`src/rtl/lvds_scan_sequencer_if.sv`:
```
// rtl/lvds_scan_sequencer_if.sv - checker hookup and result-read bus of the LVDS scan sequencer
// master = sequencer side, slave = checker / result reader side.
interface lvds_scan_sequencer_if #(
  parameter int NCH = 8
);
  localparam int LW = (NCH > 1) ? $clog2(NCH) : 1;

  logic          chk_lvds;
  logic          chk_rst;
  logic          chk_ena;
  logic          chk_done;
  logic [7:0]    chk_err_cnt;
  logic [LW-1:0] rd_addr;
  logic [8:0]    rd_data;

  modport master (
    output chk_lvds, chk_rst, chk_ena, rd_data,
    input  chk_done, chk_err_cnt, rd_addr
  );

  modport slave (
    input  chk_lvds, chk_rst, chk_ena, rd_data,
    output chk_done, chk_err_cnt, rd_addr
  );
endinterface

```
`src/rtl/lvds_scan_sequencer.sv`:
```
// rtl/lvds_scan_sequencer.sv - walks masked LVDS lanes through one shared frame-counter checker
// Per lane: reset checker, force a zero run, run until done/timeout, store {timeout, err count}.
module lvds_scan_sequencer #(
  parameter int NCH        = 8,
  parameter int SETTLE_CYC = 24,
  parameter int TIMEOUT    = 6000,
  parameter int ERR_THRESH = 0,
  localparam int LW        = (NCH > 1) ? $clog2(NCH) : 1
) (
  input  logic                 clk,
  input  logic                 syst_rst_n,
  input  logic                 start,
  input  logic                 abort,
  input  logic [NCH-1:0]       ch_mask,
  input  logic [NCH-1:0]       in_lvds,
  output logic                 busy,
  output logic                 done,
  output logic [LW-1:0]        cur_lane,
  output logic [NCH-1:0]       fail_mask,
  lvds_scan_sequencer_if.master bus
);

  typedef enum logic [2:0] {
    S_IDLE, S_RST, S_SETTLE, S_RUN, S_STORE, S_NEXT, S_DONE
  } state_t;

  state_t         state_q, state_d;
  logic [1:0]     rst_sync_q, rst_sync_d;
  logic [NCH-1:0] mask_q, mask_d;
  logic [NCH-1:0] fail_q, fail_d;
  logic [LW-1:0]  lane_q, lane_d;
  logic [15:0]    cnt_q, cnt_d;
  logic           to_q, to_d;
  logic           abort_q, abort_d;
  logic           chk_rst_q, chk_rst_d;
  logic           chk_lvds_q, chk_lvds_d;
  logic [8:0]     rd_data_q, rd_data_d;
  logic [8:0]     res_q [NCH];
  logic [8:0]     res_d [NCH];
  logic [LW:0]    lane_nx;

  always_comb begin
    state_d    = state_q;
    mask_d     = mask_q;
    fail_d     = fail_q;
    lane_d     = lane_q;
    cnt_d      = cnt_q;
    to_d       = to_q;
    abort_d    = abort_q;
    res_d      = res_q;
    chk_rst_d  = 1'b0;
    rst_sync_d = {rst_sync_q[0], 1'b1};
    lane_nx    = {1'b0, lane_q} + 1'b1;
    chk_lvds_d = (state_q == S_RUN) ? in_lvds[lane_q] : 1'b0;
    rd_data_d  = (32'(bus.rd_addr) < NCH) ? res_q[bus.rd_addr] : 9'h000;

    // Nothing moves until the released reset has crossed both synchroniser stages.
    if (rst_sync_q[1]) begin
      abort_d = abort;
      if (abort) begin
        state_d   = S_IDLE;
        cnt_d     = '0;
        chk_rst_d = !abort_q;
      end else begin
        case (state_q)
          S_IDLE, S_DONE: begin
            if (start) begin
              mask_d = ch_mask;
              fail_d = '0;
              res_d  = '{default: 9'h000};
              lane_d = '0;
              cnt_d  = '0;
              if (ch_mask == '0)   state_d = S_DONE;
              else if (ch_mask[0]) state_d = S_RST;
              else                 state_d = S_NEXT;
            end
          end
          S_RST: begin
            cnt_d   = '0;
            to_d    = 1'b0;
            state_d = S_SETTLE;
          end
          S_SETTLE: begin
            if (cnt_q == 16'(SETTLE_CYC - 1)) begin
              cnt_d   = '0;
              state_d = S_RUN;
            end else begin
              cnt_d = cnt_q + 16'd1;
            end
          end
          S_RUN: begin
            cnt_d = cnt_q + 16'd1;
            // A done arriving on the last allowed cycle still wins over the timeout.
            if (bus.chk_done) begin
              to_d    = 1'b0;
              state_d = S_STORE;
            end else if (cnt_q == 16'(TIMEOUT - 1)) begin
              to_d    = 1'b1;
              state_d = S_STORE;
            end
          end
          S_STORE: begin
            res_d[lane_q]  = to_q ? 9'h1FF : {1'b0, bus.chk_err_cnt};
            fail_d[lane_q] = to_q || (32'(bus.chk_err_cnt) > ERR_THRESH);
            state_d        = S_NEXT;
          end
          S_NEXT: begin
            if (32'(lane_nx) >= NCH) begin
              state_d = S_DONE;
            end else begin
              lane_d = lane_nx[LW-1:0];
              if (mask_q[lane_nx[LW-1:0]]) state_d = S_RST;
            end
          end
          default: state_d = S_IDLE;
        endcase
        if (state_d == S_RST) chk_rst_d = 1'b1;
      end
    end
  end

  always_ff @(posedge clk or negedge syst_rst_n) begin
    if (!syst_rst_n) begin
      state_q    <= S_IDLE;
      rst_sync_q <= '0;
      mask_q     <= '0;
      fail_q     <= '0;
      lane_q     <= '0;
      cnt_q      <= '0;
      to_q       <= 1'b0;
      abort_q    <= 1'b0;
      chk_rst_q  <= 1'b0;
      chk_lvds_q <= 1'b0;
      rd_data_q  <= '0;
      res_q      <= '{default: 9'h000};
    end else begin
      state_q    <= state_d;
      rst_sync_q <= rst_sync_d;
      mask_q     <= mask_d;
      fail_q     <= fail_d;
      lane_q     <= lane_d;
      cnt_q      <= cnt_d;
      to_q       <= to_d;
      abort_q    <= abort_d;
      chk_rst_q  <= chk_rst_d;
      chk_lvds_q <= chk_lvds_d;
      rd_data_q  <= rd_data_d;
      res_q      <= res_d;
    end
  end

  assign busy         = (state_q != S_IDLE) && (state_q != S_DONE);
  assign done         = (state_q == S_DONE);
  assign cur_lane     = lane_q;
  assign fail_mask    = fail_q;
  assign bus.chk_ena  = (state_q == S_RUN);
  assign bus.chk_rst  = chk_rst_q;
  assign bus.chk_lvds = chk_lvds_q;
  assign bus.rd_data  = rd_data_q;

endmodule

```
`src/flat_wrapper.sv`:
```
// flat-port wrapper written by rule: the top's interface ports become plain ports
module lvds_scan_sequencer_flat 
#(
  parameter int NCH        = 8,
  parameter int SETTLE_CYC = 24,
  parameter int TIMEOUT    = 6000,
  parameter int ERR_THRESH = 0,
  localparam int LW        = (NCH > 1) ? $clog2(NCH) : 1
)
  (clk, syst_rst_n, start, abort, ch_mask, in_lvds, busy, done, cur_lane, fail_mask, bus_chk_lvds, bus_chk_rst, bus_chk_ena, bus_rd_data, bus_chk_done, bus_chk_err_cnt, bus_rd_addr);
  lvds_scan_sequencer_if #(.NCH(NCH)) bus_i ();
  input  logic clk;
  input  logic syst_rst_n;
  input  logic start;
  input  logic abort;
  input  logic [NCH-1:0] ch_mask;
  input  logic [NCH-1:0] in_lvds;
  output logic busy;
  output logic done;
  output logic [LW-1:0] cur_lane;
  output logic [NCH-1:0] fail_mask;
  output wire logic [$bits(bus_i.chk_lvds)-1:0] bus_chk_lvds;
  output wire logic [$bits(bus_i.chk_rst)-1:0] bus_chk_rst;
  output wire logic [$bits(bus_i.chk_ena)-1:0] bus_chk_ena;
  output wire logic [$bits(bus_i.rd_data)-1:0] bus_rd_data;
  input wire logic [$bits(bus_i.chk_done)-1:0] bus_chk_done;
  input wire logic [$bits(bus_i.chk_err_cnt)-1:0] bus_chk_err_cnt;
  input wire logic [$bits(bus_i.rd_addr)-1:0] bus_rd_addr;
  assign bus_chk_lvds = bus_i.chk_lvds;
  assign bus_chk_rst = bus_i.chk_rst;
  assign bus_chk_ena = bus_i.chk_ena;
  assign bus_rd_data = bus_i.rd_data;
  assign bus_i.chk_done = bus_chk_done;
  assign bus_i.chk_err_cnt = bus_chk_err_cnt;
  assign bus_i.rd_addr = bus_rd_addr;
  lvds_scan_sequencer #(.NCH(NCH), .SETTLE_CYC(SETTLE_CYC), .TIMEOUT(TIMEOUT), .ERR_THRESH(ERR_THRESH)) u_core (.clk(clk), .syst_rst_n(syst_rst_n), .start(start), .abort(abort), .ch_mask(ch_mask), .in_lvds(in_lvds), .busy(busy), .done(done), .cur_lane(cur_lane), .fail_mask(fail_mask), .bus(bus_i));
endmodule
```
`config.mk`:
```
export PLATFORM = sky130hd
export DESIGN_NAME = lvds_scan_sequencer_flat
export DESIGN_NICKNAME = d
export VERILOG_FILES = /design/src/rtl/lvds_scan_sequencer_if.sv /design/src/rtl/lvds_scan_sequencer.sv /design/src/flat_wrapper.sv
export SDC_FILE = /design/constraint.sdc
export NUM_CORES = 1
export LEC_CHECK = 0
export CAP_MARGIN = 20
export CORE_MARGIN = 5
export CORE_UTILIZATION = 52
export DETAILED_ROUTE_END_ITERATION = 8
export PLACE_DENSITY = 0.76
export SLEW_MARGIN = 20
export SYNTH_ARGS = -nofsm -noshare
export SYNTH_HDL_FRONTEND = slang
export SYNTH_SLANG_ARGS = --single-unit
```
`constraint.sdc`:
```
create_clock -name clk -period 2.2 [get_ports clk]
set_input_delay 0.66 -clock clk [delete_from_list [all_inputs] [get_ports clk]]
set_output_delay 0.66 -clock clk [all_outputs]
set_load 0.01 [all_outputs]
```
==> impl_metrics.csv <==
group,metric,value,unit
status,status,"complete, no violations",
cts,cts.hold.buffers_added,0,
sta,timing.final.ws_setup,0.00897,ns
synth,synth-compound-area-share,17.2,%
sta,fin_crit_sh,99.6,%
floorplan,core,11300,um^2
worst_setup_path,critPathCapture,"done",
drt,ant_nets,0,
sta,fmax,456,MHz
drt,drt-total-wl,16900,um
worst_setup_path,cpMaxStageDelayCell,"dfrtp_1",
worst_setup_path,cp-end-kind,"output pin",
global_routing,grt_antenna_before_repair,0,
drt,drtIter0Drc,383,
worst_setup_path,worst_setup_path_start_kind,"flop",
sta,skew,0.00617,ns
floorplan,initial_core_util,52.6,%
worst_setup_path,timing.rr.end,"u_core.cnt_q[6]",
synth,synth-async-reset-ratio,100,%
synth,synthAdderAreaFrac,0.633,%
synth,synth_area,5930,um^2
min_path,hold_class,"in2async",
cells_and_area,final_cell_mix,"dfrtp_1 (120), buf_4 (91), a22o_1 (61)",
floorplan,std_cell_rows,39,
synth,synth-edff-count,0,
global_routing,overflow,0,
synth,synth_ff_type,"dfrtp_1",
drt,first_pass_iters,6,
sta,hold_viol_final,0,
synth,yosys_warnings,0,
placement,hpwl,11500,um
synth,muxShareOfSynthArea,15.5,%
floorplan,dieWidth,117,um
cells_and_area,drive_above_1_share,34.8,%
cts,clockBufferDepth,2,
cells_and_area,area_delta_synth_final,37.2,%
sta,slew_headroom,57.8,%
drt,remaining_drc_errors,0,
worst_setup_path,crit_chain,"buf_4 > inv_1 > nor3_2 > clkdlybuf4s15_2",
synth,syn_area_per_cell,12.3,um^2
worst_setup_path,reg2reg_slack,0.04,ns
synth,synth_area_leader_cell,"dfrtp_1",
synth,synth_area_leaders,"dfrtp_1 (53%), a22o_1 (9.0%), mux4_2 (7.6%), mux2_2 (7.2%), nor2_1 (2.2%)",
worst_setup_path,cp_data_arrival_time,1.53,ns
cells_and_area,fin_area,8130,um^2
global_routing,groute.usage.overall,26.7,%
run,cap_violations,0,
worst_setup_path,path_max_fanout,11,
cts,clkTransAtPathRegs,0.06,ns
worst_setup_path,reg2reg_from,"u_core.cnt_q[13]",
power,p_leak,3.70,nW
synth,synth_top_family_by_area,"compound AO/OA/AOI/OAI gates",
cts,cts_num_sinks,125,
placement,placed_cell_area,7340,um^2
sta,drv_slew,0,
placement,pre_cts_ws,-0.468,ns
cts,cts_root_buf,"clkbuf_16",
synth,synthSimpleGateAreaFrac,11.0,%
synth,synth_top_area_share,52.8,%
worst_setup_path,cp.required,1.54,ns
cts,cts_max_level,4,
cts,cts_buffers,17,
cells_and_area,diodes,0,
worst_setup_path,crit_path_max_incr_delay,0.39,ns
drt,num_vias,4914,
worst_setup_path,crit_start,"u_core.state_q[2]",
power,power_density,885,nW/um^2
synth,synth_cells,480,
worst_setup_path,r2r_cells,6,
cts,clock_latency,0.42,ns
synth,ys_types,57,
global_routing,grt_max_degree,43,
synth,synth_xor_area_share,0.296,%
cts,cts_tree,"yes",
placement,place.gp.congestion,0.909,
sta,tightestPinTransition,0.628,ns
synth,yosysSeqAreaShare,52.8,%
placement,port_buffers,56,
synth,syn_nets,515,
synth,ys_seq_elements,125,
floorplan,die_y,117,um
sta,setup_viol,0,
drt,wl_per_cell,21.6,um
drt,viasPerCell,6.25,
global_routing,grt_pass1_vias,5192,
power,vdd_drop_max,0.740,mV
floorplan,fp.dieArea,13600,um^2
sta,rsz0062_at_grt,"true",
cells_and_area,final_common_cell,"dfrtp_1",
floorplan,pin_count,57,
cells_and_area,finalNonFillerCells,786,
global_routing,grt_pass1_wl,27400,um
cells_and_area,nets,665,
sta,finalCriticalPeriod,2.19,ns
worst_setup_path,crit_type,"reg2out",
placement,dpl.cell_count,744,
-- worst min path at each step --
stage / to / slack (ns)
2_1_floorplan: u_core.rst_sync_q[1] / 0.33
3_3_place_gp: u_core.rst_sync_q[1] / 0.33
3_5_place_dp: u_core.rst_sync_q[1] / 0.34
4_1_cts: u_core.res_q[28] / 0.27
5_1_grt: u_core.bus.rd_data[1] / 0.30
6_report: u_core.bus.rd_data[0] / 0.26
-- repair_timing --
item                                    4_1_cts  5_1_grt
setup buffers                                 5        5
endpoints found under the setup margin       50       36
pin swaps                                     2        4
resized for setup                            25       12
-- logic make-up (layout without fill, tap and decap cells) --
kind of cell               after synthesis  count (layout)
and+or+nand+nor                        123             123
buffers and inverters                   36             199
xor gates and xnor gates                 2               2
other                                    1               1
DFF                                    125             125
adders and majority gates                3               3
muxes                                   62              62
AOI/OAI and AO/OA                      128             128
-- cell usage after synthesis (7+ instances only) --
cell / instances
a22o_1: 61
nor2_1: 35
clkbuf_1: 13
and3_1: 7
o21ai_0: 10
nand2_1: 17
inv_1: 11
mux2_2: 38
nor3_1: 10
buf_2: 9
nand3_1: 14
dfrtp_1: 125
a21oi_2: 7
mux4_2: 20
a21oi_1: 13
-- worst max-delay path: cells and delay by family (launching register included) --
family | cells | cell delay [ns]
simple gates | 1 | 0.18
flops | 1 | 0.39
buf+inv | 3 | 0.54
-- final cells by class --
class / count / area (um^2)
Clock buffer: 18 / 439
Clock inverter: 14 / 181
Fill cell: 766 / 3140
Inverter: 11 / 41.3
Multi-Input combinational cell: 319 / 2730
Sequential cell: 125 / 3130
Tap cell: 143 / 179
Timing Repair Buffer: 156 / 1430
-- registers in the layout, indices dropped and copies added (netlist names) --
register	cells
u_core.res_q	72
u_core.cnt_q	16
u_core.bus.rd_data	9
u_core.fail_mask	8
u_core.mask_q	8
u_core.cur_lane	3
u_core.state_q	3
u_core.rst_sync_q	2
u_core.abort_q	1
u_core.bus.chk_lvds	1
u_core.bus.chk_rst	1
u_core.to_q	1
-- routing by layer --
layer | wire [um] | vias up | global-route usage (%)
met5 | 0 | - | 0
met4 | 609 | 0 | 10.9
met3 | 1060 | 57 | 6.06
met2 | 8640 | 220 | 46.1
met1 | 6630 | 2483 | 32.5
li1 | - | 2154 | -
-- through the flow --
step / total power, mW / setup TNS (ns) / hold slack, ns / util, %
2_1_floorplan: 3.40 / 0 / 0.331 / -
3_3_place_gp: 4.09 / -37.11 / 0.335 / 65.1
3_5_place_dp: 4.14 / -40.73 / 0.343 / 65.1
4_1_cts: 7.17 / 0 / 0.270 / 71.3
5_1_grt: 7.45 / -0.135 / 0.299 / 72.2
6_report: 7.19 / 0 / 0.265 / 72.2
-- power breakdown --
group	total, mW	internal (mW)	switching (mW)
Combinational	1.55	0.837	0.712
Clock	2.96	1.84	1.12
Sequential	2.69	2.53	0.156
Total	7.19	5.20	1.99
No activity file was read; power rests on OpenSTA's default activity.
